$ cat src/rtl/spi_regfile_pkg.sv
// Shared constants, phase encoding and default reset image for the SPI register file.
package spi_regfile_pkg;

    localparam int unsigned CMD_RW_BIT = 7;
    localparam int unsigned ADDR_W     = 7;

    localparam int unsigned REG_BACKGROUND  = 0;
    localparam int unsigned REG_SOLID_COLOR = 1;
    localparam int unsigned REG_AUDIO_EN    = 2;

    localparam logic [7:0]  RESET_REG0         = 8'h0A;
    localparam int unsigned DEFAULT_NUM_REGS   = 8;
    localparam logic [DEFAULT_NUM_REGS*8-1:0] DEFAULT_RESET_VALS =
        {{(DEFAULT_NUM_REGS-1){8'h00}}, RESET_REG0};

    typedef enum logic {
        PH_CMD,
        PH_DATA
    } phase_e;

endpackage

$ cat src/rtl/spi_regfile_if.sv
// SPI pin bundle between host (master) and the register file (slave).
interface spi_regfile_if;
    logic SSEL;
    logic MOSI;
    logic MISO;

    modport slave  (input  SSEL, input  MOSI, output MISO);
    modport master (output SSEL, output MOSI, input  MISO);
endinterface

$ cat src/rtl/spi_frame_rx.sv
// SPI frame receiver: bit counter, byte assembly and CMD/DATA phase, cleared while SSEL is high.
module spi_frame_rx
    import spi_regfile_pkg::*;
(
    input  logic       SCLK,
    input  logic       rst_n,
    input  logic       ssel,
    input  logic       mosi,
    output logic       byte_done,
    output logic [7:0] byte_val,
    output phase_e     phase
);

    logic [2:0] bit_cnt_q, bit_cnt_d;
    logic [6:0] shift_q, shift_d;
    phase_e     phase_q, phase_d;

    // The completing byte includes the bit on MOSI right now, so consumers act on the same edge.
    assign byte_val  = {shift_q, mosi};
    assign byte_done = !ssel && (bit_cnt_q == 3'd7);
    assign phase     = phase_q;

    always_ff @(posedge SCLK) begin
        if (!rst_n) begin
            bit_cnt_q <= '0;
            shift_q   <= '0;
            phase_q   <= PH_CMD;
        end else begin
            bit_cnt_q <= bit_cnt_d;
            shift_q   <= shift_d;
            phase_q   <= phase_d;
        end
    end

    always_comb begin
        bit_cnt_d = bit_cnt_q;
        shift_d   = shift_q;
        phase_d   = phase_q;
        if (ssel) begin
            bit_cnt_d = '0;
            shift_d   = '0;
            phase_d   = PH_CMD;
        end else begin
            bit_cnt_d = bit_cnt_q + 3'd1;
            shift_d   = byte_val[6:0];
            if (bit_cnt_q == 3'd7) begin
                phase_d = PH_DATA;
            end
        end
    end

endmodule

$ cat src/rtl/spi_regfile.sv
// SPI-slave register bank with address-framed, auto-incrementing access and one-hot write strobes.
// Build option: define SPI_REGFILE_READBACK_EN to enable register readback on MISO.
module spi_regfile
    import spi_regfile_pkg::*;
#(
    parameter int unsigned           NUM_REGS   = 8,
    parameter logic [NUM_REGS*8-1:0] RESET_VALS = {{(NUM_REGS-1){8'h00}}, RESET_REG0}
) (
    input  logic                  SCLK,
    input  logic                  rst_n,
    spi_regfile_if.slave          spi,
    output logic [NUM_REGS*8-1:0] regs_o,
    output logic [NUM_REGS-1:0]   wr_stb
);

    logic              byte_done;
    logic [7:0]        byte_val;
    phase_e            phase;

    logic [7:0]        regs_q [NUM_REGS];
    logic [7:0]        regs_d [NUM_REGS];
    logic [NUM_REGS-1:0] wr_stb_q, wr_stb_d;
    logic [ADDR_W-1:0] addr_q, addr_d;
    logic [ADDR_W-1:0] cmd_addr, addr_inc;
    logic              rw_q, rw_d;
    logic              miso_q, miso_d;

    spi_frame_rx u_rx (
        .SCLK      (SCLK),
        .rst_n     (rst_n),
        .ssel      (spi.SSEL),
        .mosi      (spi.MOSI),
        .byte_done (byte_done),
        .byte_val  (byte_val),
        .phase     (phase)
    );

    assign cmd_addr = byte_val[ADDR_W-1:0];
    assign addr_inc = (addr_q == ADDR_W'(NUM_REGS-1)) ? '0 : addr_q + ADDR_W'(1);

    // Out-of-range addresses match no register, so the write and its strobe vanish naturally.
    always_comb begin
        regs_d   = regs_q;
        wr_stb_d = '0;
        addr_d   = addr_q;
        rw_d     = rw_q;
        if (byte_done) begin
            if (phase == PH_CMD) begin
                rw_d   = byte_val[CMD_RW_BIT];
                addr_d = cmd_addr;
            end else begin
                addr_d = addr_inc;
                if (!rw_q) begin
                    for (int unsigned i = 0; i < NUM_REGS; i++) begin
                        if (addr_q == ADDR_W'(i)) begin
                            regs_d[i]   = byte_val;
                            wr_stb_d[i] = 1'b1;
                        end
                    end
                end
            end
        end
    end

`ifdef SPI_REGFILE_READBACK_EN
    logic [7:0]        shadow_q, shadow_d;
    logic [ADDR_W-1:0] rd_addr;
    logic              load_en;
    logic [7:0]        load_val;

    // The MSB is driven on the loading edge itself; the shadow keeps only the remaining bits.
    always_comb begin
        rd_addr  = (phase == PH_CMD) ? cmd_addr : addr_inc;
        load_en  = byte_done && ((phase == PH_CMD) ? byte_val[CMD_RW_BIT] : rw_q);
        load_val = '0;
        for (int unsigned i = 0; i < NUM_REGS; i++) begin
            if (rd_addr == ADDR_W'(i)) begin
                load_val = regs_q[i];
            end
        end
        miso_d   = 1'b0;
        shadow_d = shadow_q;
        if (spi.SSEL) begin
            shadow_d = '0;
        end else if (load_en) begin
            miso_d   = load_val[7];
            shadow_d = {load_val[6:0], 1'b0};
        end else begin
            miso_d   = shadow_q[7];
            shadow_d = {shadow_q[6:0], 1'b0};
        end
    end
`else
    always_comb begin
        miso_d = !spi.SSEL;
    end
`endif

    always_ff @(posedge SCLK) begin
        if (!rst_n) begin
            for (int unsigned i = 0; i < NUM_REGS; i++) begin
                regs_q[i] <= RESET_VALS[i*8 +: 8];
            end
            wr_stb_q <= '0;
            addr_q   <= '0;
            rw_q     <= 1'b0;
            miso_q   <= 1'b0;
`ifdef SPI_REGFILE_READBACK_EN
            shadow_q <= '0;
`endif
        end else begin
            regs_q   <= regs_d;
            wr_stb_q <= wr_stb_d;
            addr_q   <= addr_d;
            rw_q     <= rw_d;
            miso_q   <= miso_d;
`ifdef SPI_REGFILE_READBACK_EN
            shadow_q <= shadow_d;
`endif
        end
    end

    always_comb begin
        regs_o = '0;
        for (int unsigned i = 0; i < NUM_REGS; i++) begin
            regs_o[i*8 +: 8] = regs_q[i];
        end
    end

    assign wr_stb   = wr_stb_q;
    assign spi.MISO = miso_q;

endmodule

$ cat src/flat_wrapper.sv
// flat-port wrapper written by rule: the top's interface ports become plain ports
module spi_regfile_flat import spi_regfile_pkg::*;
#(
    parameter int unsigned           NUM_REGS   = 8,
    parameter logic [NUM_REGS*8-1:0] RESET_VALS = {{(NUM_REGS-1){8'h00}}, RESET_REG0}
)
  (SCLK, rst_n, regs_o, wr_stb, spi_SSEL, spi_MOSI, spi_MISO);
  spi_regfile_if spi_i ();
  input  logic SCLK;
  input  logic rst_n;
  output logic [NUM_REGS*8-1:0] regs_o;
  output logic [NUM_REGS-1:0] wr_stb;
  input wire logic [$bits(spi_i.SSEL)-1:0] spi_SSEL;
  input wire logic [$bits(spi_i.MOSI)-1:0] spi_MOSI;
  output wire logic [$bits(spi_i.MISO)-1:0] spi_MISO;
  assign spi_i.SSEL = spi_SSEL;
  assign spi_i.MOSI = spi_MOSI;
  assign spi_MISO = spi_i.MISO;
  spi_regfile #(.NUM_REGS(NUM_REGS), .RESET_VALS(RESET_VALS)) u_core (.SCLK(SCLK), .rst_n(rst_n), .spi(spi_i), .regs_o(regs_o), .wr_stb(wr_stb));
endmodule
$ cat config.mk
export PLATFORM = sky130hd
export DESIGN_NAME = spi_regfile_flat
export DESIGN_NICKNAME = d
export VERILOG_FILES = /design/src/rtl/spi_regfile_pkg.sv /design/src/rtl/spi_regfile_if.sv /design/src/rtl/spi_frame_rx.sv /design/src/rtl/spi_regfile.sv /design/src/flat_wrapper.sv
export SDC_FILE = /design/constraint.sdc
export NUM_CORES = 1
export LEC_CHECK = 0
export ABC_AREA = 1
export CAP_MARGIN = 10
export CORE_UTILIZATION = 40
export CTS_BUF_LIST = sky130_fd_sc_hd__clkbuf_2
export CTS_CLUSTER_DIAMETER = 30
export DETAILED_ROUTE_END_ITERATION = 10
export GPL_ROUTABILITY_DRIVEN = 1
export PLACE_DENSITY = 0.66
export SETUP_SLACK_MARGIN = 0.1
export SYNTH_ARGS = -nofsm -noshare
export SYNTH_HDL_FRONTEND = slang
export SYNTH_HIERARCHICAL = 1
export SYNTH_SLANG_ARGS = --single-unit
export TNS_END_PERCENT = 1
$ cat constraint.sdc
create_clock -name SCLK -period 2.3 [get_ports SCLK]
set_clock_uncertainty 0.1 [all_clocks]
set_input_delay 0.69 -clock SCLK [delete_from_list [all_inputs] [get_ports SCLK]]
set_output_delay 0.69 -clock SCLK [all_outputs]
set_load 0.1 [all_outputs]
* Word-level counts from Yosys, hierarchy flattened
Cells that the tools add are included.
Storage, ports and cells: register bits after elaboration 92, input port bits 4, output and inout port bits 73, logic and storage cells 53
Cells by class: add/subtract/negate cells 2, equality and inequality tests 8, multiplexer cells 10, bitwise operators 4, reduce and logical (&&, ||, !) cells 14
Operator list (number):
- $reduce_and 4->1 | 8
- $eq 7x3->1 const B | 4
- $eq 7x2->1 const B | 2
- $mux 7 | 2
- $mux 1 | 8
- $add 7x1->7 const B | 1
- $eq 7x1->1 const B | 1
- $logic_not 7->1 | 1
- $not 1->1 | 4
- $reduce_or 4->1 | 1
- $add 3x1->3 const B | 1
- $eq 3x3->1 const B | 1
- $reduce_and 2->1 | 1
- $reduce_or 2->1 | 1
- $logic_and 1x1->1 | 1
- $logic_not 1->1 | 1

* Longest topological paths before layout
depth in word-level cells 4, gate-level depth with buffers 12, depth with buffers taken out 12

* Cells and area by module
The synthesis kept the hierarchy.
By module, submodules not included:
- spi_regfile | instances 1, cells each 408, area each 3121.7 um2, seq. area each 1621.6 um2
- spi_frame_rx | instances 1, cells each 40, area each 390.4 um2, seq. area each 220.2 um2

* Least setup slack after synthesis
No wires, ideal clock.
path kind input-to-reg, start input spi_SSEL, end register u_core.regs_q (netlist bit u_core/regs_o[44]), setup time 0.118 ns, data arrival time 1.689 ns, data required time 2.082 ns, slack 0.393 ns, cell stages on the path 9, path buffers 1, path through nor2_1 nand2_1 nor2_2 buf_6 nand3_4 nor2_8 inv_2 nor2_1 nor2_1
On the way: word-level cells in the longest chain between the ends 3
Ends and longest elaborated chain:
- start, declared | RTL line flat_wrapper.sv:13 | input wire logic [$bits(spi_i.SSEL)-1:0] spi_SSEL;
- $logic_not 1->1 | RTL line spi_frame_rx.sv:20 | assign byte_done = !ssel && (bit_cnt_q == 3'd7);
- $logic_and 1x1->1 | RTL line spi_frame_rx.sv:20
- $reduce_and 4->1 (no line)
- end signal, assigned by index | RTL line spi_regfile.sv:102 | regs_q[i] <= RESET_VALS[i*8 +: 8];
- end signal, assigned | RTL line spi_regfile.sv:112 | regs_q <= regs_d;
- end, declared | RTL line spi_regfile.sv:20 | logic [7:0] regs_q [NUM_REGS];
Every way passes these cells. A chain may end at the register's enable or synchronous reset.

* Worst setup path after layout
start register u_core.u_rx.bit_cnt_q[0], end register u_core.regs_q (netlist bit u_core/regs_o[5])
On the way: word-level cells in the longest chain between the ends 3
Ends and longest elaborated chain:
- start, declared | RTL line spi_frame_rx.sv:14 | logic [2:0] bit_cnt_q, bit_cnt_d;
- start signal, assigned | RTL line spi_frame_rx.sv:29 | bit_cnt_q <= bit_cnt_d;
- $eq 3x3->1 | RTL line spi_frame_rx.sv:20
- $logic_and 1x1->1 | RTL line spi_frame_rx.sv:20
- net u_core.byte_done | RTL line spi_regfile.sv:16 | logic byte_done;
- $reduce_and 4->1 (no line)
The timed path passes the listed nets, and every way through them passes these cells.

==> flow_metrics.tcl <==
set metrics [dict create \
    status "finished clean" \
    synthAdderAreaFrac_pct 2.49 \
    hold_depth 1 \
    whs_ps 356 \
    combPwrFrac_pct 2.9 \
    rows 33 \
    worstHoldStart "u_core/u_rx/bit_cnt_q[0]" \
    clkPwrFrac_pct 32.6 \
    switching_power_uw 597 \
    diodes 0 \
    place.gp.congestion 0.854 \
    multi_input_area_um2 1400 \
    worst_slew_pin_slew_ps 523 \
    clockRootBuffer "clkbuf_2" \
    via_count 3034 \
    drive_gt1_share_pct 24.3 \
    dp_hpwl_um 5670 \
    seq_area_um2 1840 \
    r2r_end "u_core/regs_o[5]" \
    seq_area_frac_synth_pct 52.4 \
    end_kind "register" \
    synth_top_area_share_pct 52.4 \
    setup.worst_path.start_class "register" \
    clk_transition_reported_paths_ps 220 \
    area_delta_synth_final_pct 27.5 \
    die_h_um 95.7 \
    grt_pass1_wl_um 13500 \
    cts_sinks 92 \
    ys_warn_count 6 \
    ios 77 \
    min_period_over_period_pct 88.9 \
    grt_pass1_vias 2732 \
    initial_core_util_pct 42.1 \
    final_cell_mix "129 x nor2_1, 92 x dfxtp_1, 72 x buf_4, 56 x o21ai_0, 36 x inv_1" \
    slew_headroom_pct 65.1 \
    drc 0 \
    first_pass_iters 4 \
    crit_fanout 12 \
    max_freq_ghz 0.489 \
    slew_violations 0 \
    synth_cell_types 29 \
    cts_buffer_depth 2 \
    core_um2 8340 \
    drt_iter0_markers 121 \
    synthSimpleGateAreaFrac_pct 25.3 \
    dieArea_um2 9160 \
    fin_nets 537 \
    synthesis.nets 459 \
    p_int_uw 1900 \
    p_per_area_nw_per_um2 557 \
    viasPerCell 4.77 \
    yosys_register_bits 92 \
    setup_viol 0 \
    netSwitchingFraction_pct 23.9 \
    chipWidth_um 95.7 \
    cts_tree "done" \
    p_seq_share_pct 64.5 \
    cellLeakagePower_uw 0.00200 \
    ff2ff_setup_slack_ps 250 \
    cts_max_level 3 \
    post_cts_resized 0 \
    overflow 0 \
    cts_buffers 9 \
    timing_worst_setup_path_type "register to register" \
    antenna_found_initial 0 \
    synth-compound-area-share_pct 11.8 \
    worstHoldPathType "register to register" \
    syn_inst 448 \
    grt_util_all_layers_pct 19.4 \
    port-buffer-count 76 \
    hold_violations 0 \
    syn_avg_cell_area_um2 7.84 \
    whs_endpoint "u_core/u_rx/bit_cnt_q[0]" \
    yosys.area.top_type "dfxtp_1" \
    synth_xor_area_share_pct 0.249 \
    r2r_cells 12 \
    required_ps 2670 \
    reg2reg_from "u_core/u_rx/bit_cnt_q[0]" \
    wire_per_inst_um 13.1 \
    ant_nets 0 \
    worstPathArrival_ps 2410 \
    post_cts_buffers 0 \
    synthMuxAreaShare_pct 0 \
    power_uw 2490 \
    cts-hold-fix-buffers 0 \
    wl_um 8320 \
    synth.area.top_cells "dfxtp_1 52%, nor2_1 14%, o21ai_0 8.0%, inv_1 3.8%, nand2_1 3.5%" \
    min_period_ps 2050 \
    grt_max_degree 61 \
    insertion_delay_ps 520 \
    synth_top_family_by_area "simple AND/OR/NAND/NOR gates" \
    syn-cell-area_um2 3510 \
    cap_violations 0 \
    final_common_cell "nor2_1" \
    ir_drop_mv 0.295 \
    rsz0062_at_grt "true" \
    nFillCells 799 \
]
==> area by class of cell <==
type	instances	area share [%]
multi-input cells	291	31.3
clock buffers	10	1.12
flip-flops and latches	92	41.1
repair buffers	87	18.1
well taps	105	2.93
inverters	45	3.80
clock inverters	6	1.62
==> power groups by stage <==
stage	Combinational [µW]	Clock (µW)	Sequential, µW
floorplan	44.5	0	1640
global placement	70.8	0	1640
detailed placement	71.7	0	1640
CTS	72.0	843	1610
global route	79.6	916	1610
finish	71.9	812	1610
==> Yosys cell counts <==
master    number
clkinv_2       1
nor2_4         1
dfxtp_1       92
nand2_2        4
clkbuf_1      14
o211ai_1       2
buf_2          1
nand4_1        4
buf_6          2
inv_2          7
nor2_1       129
nand2_1       33
inv_1         36
nor2_8         1
nand2_4        1
o221ai_1       1
buf_4          2
ha_1           7
buf_1          1
nand3_2        1
nand3_4        2
clkinv_1       1
o21ai_0       56
nor2_2        11
a21oi_1       15
o22ai_1        1
nand3_1       15
xor2_1         1
o21ai_1        6
==> routing by layer <==
layer	part of all wire [%]	up-vias	track usage [%]
li1	-	1565	-
met1	47	1377	26.1
met2	46	83	31.2
met3	5.9	9	4.66
met4	0.99	0	5.35
met5	0	-	0
==> worst max-delay path by stage <==
stage | start | to | depth (start not counted)
floorplan | spi_SSEL | u_core/regs_o[44] | 9
global placement | spi_SSEL | u_core/regs_o[17] | 9
detailed placement | spi_SSEL | u_core/regs_o[5] | 10
CTS | u_core/regs_o[15] | regs_o[15] | 1
global route | u_core/u_rx/bit_cnt_q[0] | u_core/regs_o[50] | 12
finish | u_core/u_rx/bit_cnt_q[0] | u_core/regs_o[5] | 12
==> flip-flops by register name, summed over array words and instances (netlist names) <==
register               flops
u_core/addr_q              7
u_core/regs_o             64
u_core/rw_q                1
u_core/spi.MISO            1
u_core/u_rx/bit_cnt_q      3
u_core/u_rx/phase          1
u_core/u_rx/shift_q        7
u_core/wr_stb              8
==> through the flow <==
step | instance area (µm²) | cells | setup TNS [ps] | util, % | setup slack (ps)
floorplan | 3510 | 448 | 0 | - | 393
global placement | 4360 | 620 | -4320 | 52.2 | -114
detailed placement | 4360 | 620 | -5240 | 52.2 | -161
CTS | 4480 | 636 | 0 | 53.7 | 214
global route | 4480 | 636 | 0 | 53.7 | 39.9
finish | 4480 | 636 | 0 | 53.7 | 254
==> kinds of logic after synthesis <==
group           count (synthesis)
simple gates                  202
flops                          92
compound gates                 81
buf+inv                        65
fa+ha+maj                       7
xor+xnor                        1
==> worst max-delay path, stage by stage, from the launching register on <==
cell,delay (ps)
dfxtp_1,400
ha_1,170
ha_1,160
inv_1,40
nor2_1,110
nand2_1,110
nor2_2,190
nand2_1,100
clkinv_2,120
nand2_2,150
inv_1,190
nor2_1,60
nor2_1,100
(Power assumes the default switching activity.)
